File: config.mk
export PLATFORM = sky130hd
export DESIGN_NAME = fsm_alarm
export DESIGN_NICKNAME = d
export VERILOG_FILES = /design/src/rtl/fsm_alarm_pkg.sv /design/src/rtl/fsm_alarm_rise_det.sv /design/src/rtl/fsm_alarm.sv
export SDC_FILE = /design/constraint.sdc
export NUM_CORES = 1
export LEC_CHECK = 0
export BUFFER_PORTS_ARGS = -buffer_cell sky130_fd_sc_hd__buf_2
export CAP_MARGIN = 20
export CORE_MARGIN = 1.5
export CORE_UTILIZATION = 52
export CTS_BUF_LIST = sky130_fd_sc_hd__clkbuf_8 sky130_fd_sc_hd__clkbuf_16
export CTS_CLUSTER_SIZE = 10
export DETAILED_ROUTE_END_ITERATION = 8
export PLACE_DENSITY = 0.75
export SYNTH_ARGS = -nofsm -noshare
export SYNTH_HDL_FRONTEND = slang
export SYNTH_HIERARCHICAL = 1
export SYNTH_SLANG_ARGS = --single-unit
File: constraint.sdc
create_clock -name clk -period 1.8 [get_ports clk]
set_clock_uncertainty 0.1 [all_clocks]
set_input_delay 0.18 -clock clk [delete_from_list [all_inputs] [get_ports clk]]
set_output_delay 0.18 -clock clk [all_outputs]
set_load 0.02 [all_outputs]
File: src/rtl/fsm_alarm_pkg.sv
// fsm_alarm_pkg
// Shared definitions for the error-alarm block that sits behind the
// sequence-lock FSM: state encodings, the state enum built on them, and
// default values for the top-level parameters.
// The optional blinking alarm is enabled by defining ALARM_BLINK_EN.

package fsm_alarm_pkg;

    // Raw 2-bit state encodings, kept as named constants so other blocks
    // (or a debug probe) can decode the state register without the enum.
    localparam logic [1:0] ST_IDLE    = 2'd0;
    localparam logic [1:0] ST_ARMED   = 2'd1;
    localparam logic [1:0] ST_LOCKED  = 2'd2;
    localparam logic [1:0] ST_RELEASE = 2'd3;

    // Moore state machine states, pinned to the encodings above.
    typedef enum logic [1:0] {
        S_IDLE    = ST_IDLE,
        S_ARMED   = ST_ARMED,
        S_LOCKED  = ST_LOCKED,
        S_RELEASE = ST_RELEASE
    } state_t;

    // Default tuning: three errors inside a 16-clock inactivity window
    // lock the upstream entry for 64 clocks.
    localparam int DEF_MAX_ERR     = 3;
    localparam int DEF_WINDOW      = 16;
    localparam int DEF_LOCK_CYCLES = 64;
    localparam int DEF_CNT_W       = 4;
    localparam int DEF_TMR_W       = 8;
    localparam int DEF_BLINK_HALF  = 4;

endpackage

File: src/rtl/fsm_alarm_rise_det.sv
// rise_det
// Registered rising-edge detector. The input is captured every clock and
// the pulse is the combination "high now, low last clock", so a level
// that is already high when reset releases produces a pulse on the very
// first clock. The register clears to 0 under the active-low async reset.

module rise_det (
    input  logic clk,
    input  logic reset,
    input  logic d,
    output logic pulse
);

    logic d_q;

    // Remember last cycle's level of d for edge detection.
    always_ff @(posedge clk or negedge reset) begin
        if (!reset) begin
            d_q <= 1'b0;
        end else begin
            d_q <= d;
        end
    end

    assign pulse = d & ~d_q;

endmodule

File: src/rtl/fsm_alarm.sv
// fsm_alarm
// Error-rate alarm placed after the sequence-lock FSM. Each rising edge of
// err_in is one error event. Events are counted while they keep arriving
// within WINDOW clocks of each other; reaching MAX_ERR events locks the
// upstream a/b entry (lockout) for LOCK_CYCLES clocks, after which the
// block passes through a one-clock RELEASE state and returns to IDLE.
// Optional feature macro: ALARM_BLINK_EN -- when defined, alarm blinks
// with a half-period of BLINK_HALF clocks while locked; when undefined,
// alarm is simply a copy of lockout.

import fsm_alarm_pkg::*;

module fsm_alarm #(
    parameter int MAX_ERR     = DEF_MAX_ERR,
    parameter int WINDOW      = DEF_WINDOW,
    parameter int LOCK_CYCLES = DEF_LOCK_CYCLES,
    parameter int CNT_W       = DEF_CNT_W,
    parameter int TMR_W       = DEF_TMR_W
`ifdef ALARM_BLINK_EN
    ,
    parameter int BLINK_HALF  = DEF_BLINK_HALF
`endif
) (
    input  logic             clk,
    input  logic             reset,
    input  logic             err_in,
    input  logic             clr,
    output logic             lockout,
    output logic             alarm,
    output logic [CNT_W-1:0] err_cnt,
    output logic [TMR_W-1:0] lock_tmr
);

    // Reload values, sized once so the next-state logic stays width-clean.
    localparam logic [CNT_W-1:0] CNT_ONE   = CNT_W'(1);
    localparam logic [CNT_W-1:0] CNT_MAX   = CNT_W'(MAX_ERR);
    localparam logic [TMR_W-1:0] WIN_INIT  = TMR_W'(WINDOW - 1);
    localparam logic [TMR_W-1:0] LOCK_INIT = TMR_W'(LOCK_CYCLES - 1);

    state_t           state;
    state_t           state_n;
    logic [CNT_W-1:0] cnt_n;
    logic [TMR_W-1:0] win_tmr;
    logic [TMR_W-1:0] win_n;
    logic [TMR_W-1:0] lock_n;
    logic             ev;

    // A held-high err_in is a single event; only a fresh rising edge counts.
    rise_det u_rise_det (
        .clk   (clk),
        .reset (reset),
        .d     (err_in),
        .pulse (ev)
    );

    // State register plus the event counter and the two down-counters.
    always_ff @(posedge clk or negedge reset) begin
        if (!reset) begin
            state    <= S_IDLE;
            err_cnt  <= '0;
            win_tmr  <= '0;
            lock_tmr <= '0;
        end else begin
            state    <= state_n;
            err_cnt  <= cnt_n;
            win_tmr  <= win_n;
            lock_tmr <= lock_n;
        end
    end

    // Next-state and counter updates; clr beats a same-cycle event, and an
    // event beats window expiry so a late-arriving error is never lost.
    always_comb begin
        state_n = state;
        cnt_n   = err_cnt;
        win_n   = win_tmr;
        lock_n  = lock_tmr;

        if (clr) begin
            state_n = S_IDLE;
            cnt_n   = '0;
            win_n   = '0;
            lock_n  = '0;
        end else begin
            case (state)
                S_IDLE: begin
                    if (ev) begin
                        cnt_n = CNT_ONE;
                        if (MAX_ERR == 1) begin
                            state_n = S_LOCKED;
                            lock_n  = LOCK_INIT;
                            win_n   = '0;
                        end else begin
                            state_n = S_ARMED;
                            win_n   = WIN_INIT;
                        end
                    end
                end

                S_ARMED: begin
                    if (ev) begin
                        if ((err_cnt + CNT_ONE) == CNT_MAX) begin
                            state_n = S_LOCKED;
                            cnt_n   = CNT_MAX;
                            lock_n  = LOCK_INIT;
                            win_n   = '0;
                        end else begin
                            cnt_n = err_cnt + CNT_ONE;
                            win_n = WIN_INIT;
                        end
                    end else if (win_tmr == '0) begin
                        state_n = S_IDLE;
                        cnt_n   = '0;
                    end else begin
                        win_n = win_tmr - 1'b1;
                    end
                end

                S_LOCKED: begin
                    if (lock_tmr == '0) begin
                        state_n = S_RELEASE;
                        cnt_n   = '0;
                    end else begin
                        lock_n = lock_tmr - 1'b1;
                    end
                end

                S_RELEASE: begin
                    state_n = S_IDLE;
                    cnt_n   = '0;
                    win_n   = '0;
                    lock_n  = '0;
                end

                default: begin
                    state_n = S_IDLE;
                    cnt_n   = '0;
                    win_n   = '0;
                    lock_n  = '0;
                end
            endcase
        end
    end

    // Lockout is a pure decode of the state register, so it cannot glitch
    // and falls immediately when the async reset clears the state.
    assign lockout = (state == S_LOCKED);

`ifdef ALARM_BLINK_EN

    localparam int BLK_W = $clog2(BLINK_HALF + 1);
    localparam logic [BLK_W-1:0] BLK_LAST = BLK_W'(BLINK_HALF - 1);

    logic [BLK_W-1:0] blink_cnt;
    logic             blink_off;

    // Blink phase counter: idle at zero outside LOCKED, so every lockout
    // starts with the alarm lit and toggles every BLINK_HALF clocks.
    always_ff @(posedge clk or negedge reset) begin
        if (!reset) begin
            blink_cnt <= '0;
            blink_off <= 1'b0;
        end else if (state != S_LOCKED) begin
            blink_cnt <= '0;
            blink_off <= 1'b0;
        end else if (blink_cnt == BLK_LAST) begin
            blink_cnt <= '0;
            blink_off <= ~blink_off;
        end else begin
            blink_cnt <= blink_cnt + 1'b1;
        end
    end

    assign alarm = lockout & ~blink_off;

`else

    assign alarm = lockout;

`endif

endmodule
# Word level (Yosys, flattened, before mapping)
# Index checks and enable logic that the tools add are counted.
# classes
reduce_logical	9
bitwise_logic	2
n_addsub	3
muxes	25
n_eq_ne	12
# op_table
op	count
$mux 8	8
$pmux 8 s3	2
$mux 4	7
$logic_not 8->1	2
$pmux 4 s4	1
$sub 8x1->8 const B	2
$mux 2	6
$ne 3x3->1 const B	4
$ne 4x4->1 const B	3
$pmux 2 s4	1
$reduce_and 4->1	2
$reduce_bool 4->1	2
$reduce_and 3->1	2
$add 4x1->4 const B	1
$eq 2x2->1 const B	2
$eq 4x2->1 const B	1
$ne 3x2->1 const B	1
$eq 2x1->1 const B	1
$logic_not 2->1	1
$and 1x1->1	1
$not 1->1	1
# totals
word_cells	56
register_bits	23
out_inout_bits	14
inputBits	4

# Depth between registers and ports, before layout
# logic_depth
word_depth	6
ltp_mapped	7

# Hierarchy
# Netlist, hierarchy kept.
# modules_own_cells
module	instances	seq_area_each_um2	area_each_um2	cells_each
fsm_alarm	1	550.5	1587.8	173
rise_det	1	25.0	38.8	2

# Worst setup path after synthesis
# Ideal clock, no wire load.
# synth_path
path_kind	register to register
start	reg err_cnt[0]
end	reg lock_tmr[2]
required_time_ns	1.574
path_stages_with_launch	8
period_less_slack_ns	2.159
path_slack_ns	-0.359
arrival_ns	1.933
setup_time_ns	0.126
cell_sequence	dfrtp_1 -> inv_1 -> ha_1 -> clkbuf_8 -> nand3_1 -> or4b_4 -> and2_1 -> a221o_1
# synth_via
elab_chain_cells	4
# synth_rtl
element	line	rtl
from (decl)	fsm_alarm.sv:30	output logic [CNT_W-1:0] err_cnt,
from (signal assigned)	fsm_alarm.sv:65	err_cnt <= cnt_n;
$add 4x1->4	fsm_alarm.sv:102	if ((err_cnt + CNT_ONE) == CNT_MAX) begin
$eq 4x2->1	fsm_alarm.sv:102	
$ne 3x3->1 (no line)	-	
$reduce_and 4->1 (no line)	-	
to (signal assigned)	fsm_alarm.sv:67	lock_tmr <= lock_n;
to (decl)	fsm_alarm.sv:31	output logic [TMR_W-1:0] lock_tmr
# No other way between the ends.
# A chain may end at the register's enable or synchronous reset.

# Worst setup path after layout
# layout_path
start	reg err_cnt[1]
end	reg lock_tmr[1]
# Same word-level chain as after synthesis.

==> reports/qor.txt <==
ANT nets after route -> 0
Post-synth EDFFs -> 0
Largest net degree at the start of global routing -> 24
Clk Latency, worst-skew pair -> 0.27 ns
Setup ws final -> -0.2182 ns
Max-cap violations -> 0
CTS sink cnt -> 23
Final Cycle Share -> 112.1%
Combinational fraction of design power -> 61.3%
CTS Buffer Depth -> 2
Synth Net Count -> 185
CTS buffer count -> 3
Std-Cell Rows -> 20
Antenna Cells -> 0
Pin slew with the least headroom to its limit -> 0.5590 ns
Wire length of the first global-routing pass -> 8.714 mm
P_int -> 1605 µW
All-Layer GR Usage -> 33.29%
Final instance area -> 2507 µm²
Met2 usage -> 59.68%
GR Layer Usage met1 -> 38.66%
Sequential-to-total area share from yosys stat -> 35.38%
Final setup fails -> 14
Cells along the critical path -> ha_2, buf_4, or4b_4, a22oi_2, buf_6, mux2i_1
Synth-to-layout area growth -> 54.15%
Fraction of registers with async set/reset -> 100.0%
Die area -> 3473 µm²
Chip height -> 58.93 µm
Worst IR Drop VDD -> 0.0006765 V
Reg clk slew, reported paths -> 0.08 ns
Layout fillers -> 172
Failing checks -> negative setup slack
Synth Warn # -> 6
Cell taking the most area after synthesis -> dfrtp_1
Mapped Cells -> 175
Synth top area cells -> dfrtp_1 (35%), ha_1 (4.6%), a21oi_1 (4.3%)
Die W -> 58.93 µm
Met3 global-route usage -> 5.714%
# placed instances -> 272
Most frequent cells after synthesis -> dfrtp_1 (23), a21oi_1 (14), inv_1 (13), nor2_1 (10), o21ai_0 (9)
Max Fclk -> 0.4955 GHz
Placed Area -> 2120 µm²
Nets -> 268
Fin util -> 83.50%
Antenna violations before repair -> 0
DR vias -> 1870
Crit path max fanout -> 6
Port Buffers -> 17
Clk pwr share -> 12.0%
Layout cells sized above 1 -> 55.25%
Hold Crit Class -> input pin to flip-flop
Count leader, synth -> dfrtp_1
DRC -> 0
Root Buffer -> clkbuf_8
Area of the mapped netlist -> 1627 µm²
Post-synth cell types -> 51
Final Max Slew Viols -> 0
Arrival time at the worst endpoint -> 2.11 ns
Layer with the highest usage -> met2
Crit end category -> flip-flop
Kind of critical path -> flip-flop to flip-flop
Iteration-0 DRC Markers -> 128
Final wirelength -> 5.953 mm
CP required -> 1.90 ns
Initial Util -> 54.17%
Main synth FF type -> dfrtp_1
CTS tree -> yes
Sw Ratio -> 40.80%
Top-area cell type share of the netlist area -> 35.38%
Number of synthesized register bits -> 23
WL per Instance -> 20.53 µm
Avg Inst Size Synth -> 9.295 µm²
Final hold violation count -> 0
LEAKAGE -> 0.001144 µW
Reg power frac -> 26.7%
Switching pwr -> 1106 µW
Max transition margin -> 62.73%
RSZ-0062 raised after global routing -> true
Post-DP HPWL -> 3.475 mm
H-tree Lvls -> 1
Power, Total -> 2711 µW
Core area -> 3003 µm²
Num ports -> 18
Slowest cell on crit path -> or4b_4
Vias per cell -> 6.448
Status -> complete, but fails checks
Number of global-route vias before repair -> 1862
CP max stage delay -> 0.50 ns
Non-Filler Instances -> 290
Tmin final -> 2.018 ns
Router iterations before antenna repair -> 5
Power per Cell Area -> 1081 nW/µm²
CP Launch Type -> flip-flop
GRT overflow -> 0
Routability cong. -> 0.9488
Placement Setup Slack -> -0.2394 ns
stage by stage:
step / setup TNS (ns) / hold WS [ns]
finish: -1.975 / 0.02965
global route: -2.587 / 0.02580
global placement: -1.042 / 0.08526
CTS: -1.563 / 0.02464
detailed placement: -2.250 / 0.08985
floorplan: -1.769 / -0.2156
registers in the layout, summed over array words and instances (netlist names):
signal	cells
lock_tmr	8
win_tmr	8
err_cnt	4
state	2
u_rise_det/d_q	1
final timing paths:
kind,start,endpoint,slack (ns),depth (start not counted)
setup / recovery,err_cnt[1]$_DFFE_PN0P_,lock_tmr[1]$_DFFE_PN0P_,-0.22,6
hold / removal,err_in,u_rise_det/d_q$_DFF_PN0_,0.03,2
setup reg to reg,err_cnt[1]$_DFFE_PN0P_,lock_tmr[1]$_DFFE_PN0P_,-0.22,6
hold reg to reg,win_tmr[7]$_DFFE_PN0P_,win_tmr[7]$_DFFE_PN0P_,0.47,1
max in group asynchronous,reset,lock_tmr[4]$_DFFE_PN0P_,0.88,2
min in group asynchronous,reset,win_tmr[2]$_DFFE_PN0P_,0.33,2
area by class of cell:
class	instances	area (µm²)	area share, %
multi-input combinational	132	1174	46.81
tap	33	41.29	1.647
timing repair buffer	85	613.1	24.45
clock buffer	3	41.29	1.647
sequential	23	583.1	23.25
clock inverter	1	3.754	0.1497
inverter	13	51.30	2.046
power groups by stage:
stage	Sequential (µW)	Clock, µW	Combinational (µW)
4_1_cts	696	329	1360
3_3_place_gp	695	0	1190
6_report	722	325	1660
2_1_floorplan	780	0	616
3_5_place_dp	700	0	1250
5_1_grt	733	351	1750
cell families (layout without fill, tap and decap cells):
kind of cell,after synthesis,in the layout,share of synthesized area [%]
fa+ha+maj,6,6,4.615
compound gates,59,59,26.08
simple gates,59,59,21.92
xor+xnor,3,3,1.616
flops,23,23,35.38
mux,5,5,3.077
buf+inv,20,102,7.307
critical path, delay by kind of cell, from the launching register on:
kind,cells,cell delay (ns)
and+or+nand+nor,1,0.50
DFF,1,0.43
buffers and inverters,2,0.30
AOI/OAI and AO/OA,1,0.23
adders and majority gates,1,0.22
muxes,1,0.17
routing by layer:
metal  wire length, µm  vias to the layer above  part of all wire (%)
met2              3015                      103                    51
li1                  -                      825                     -
met1              2253                      915                    38
met3               421                       27                   7.1
met5                 0                        -                     0
met4               263                        0                   4.4
layout by cell type, fill, tap and decap left out, types with 2 or more instances in the layout:
| master | instances |
|---|---|
| o21ai_0 | 6 |
| or3_1 | 2 |
| a221o_1 | 5 |
| a21oi_1 | 7 |
| nand3_2 | 2 |
| buf_6 | 4 |
| dfrtp_2 | 6 |
| buf_4 | 63 |
| o211a_1 | 4 |
| ha_1 | 2 |
| xnor2_1 | 2 |
| o31ai_2 | 2 |
| or4b_4 | 2 |
| nor2b_2 | 2 |
| or3b_4 | 2 |
| nor2b_1 | 2 |
| mux2i_1 | 5 |
| a31oi_1 | 5 |
| or4_4 | 2 |
| clkbuf_8 | 3 |
| inv_1 | 11 |
| nor2_1 | 9 |
| nand4_1 | 2 |
| nand2b_1 | 2 |
| nor4_1 | 2 |
| a21oi_2 | 5 |
| ha_4 | 3 |
| a21oi_4 | 2 |
| nor4_4 | 2 |
| o21ai_1 | 2 |
| buf_2 | 17 |
| nor3b_1 | 2 |
| nand2_1 | 8 |
| nor3_1 | 4 |
| a41oi_2 | 2 |
| o21ai_2 | 2 |
| o31a_1 | 3 |
| dfrtp_1 | 17 |
| nand3_1 | 4 |
| inv_2 | 2 |
timing repair:
item | in CTS | in global routing
hold buffers | 1 | 0
endpoints found under the hold margin | 23 | 0
pin swaps | 10 | 20
gates resized for setup | 12 | 40
buffers inserted | 10 | 7
endpoints found under the setup margin | 21 | 22
Note: power is estimated with default switching activity, not from simulation.
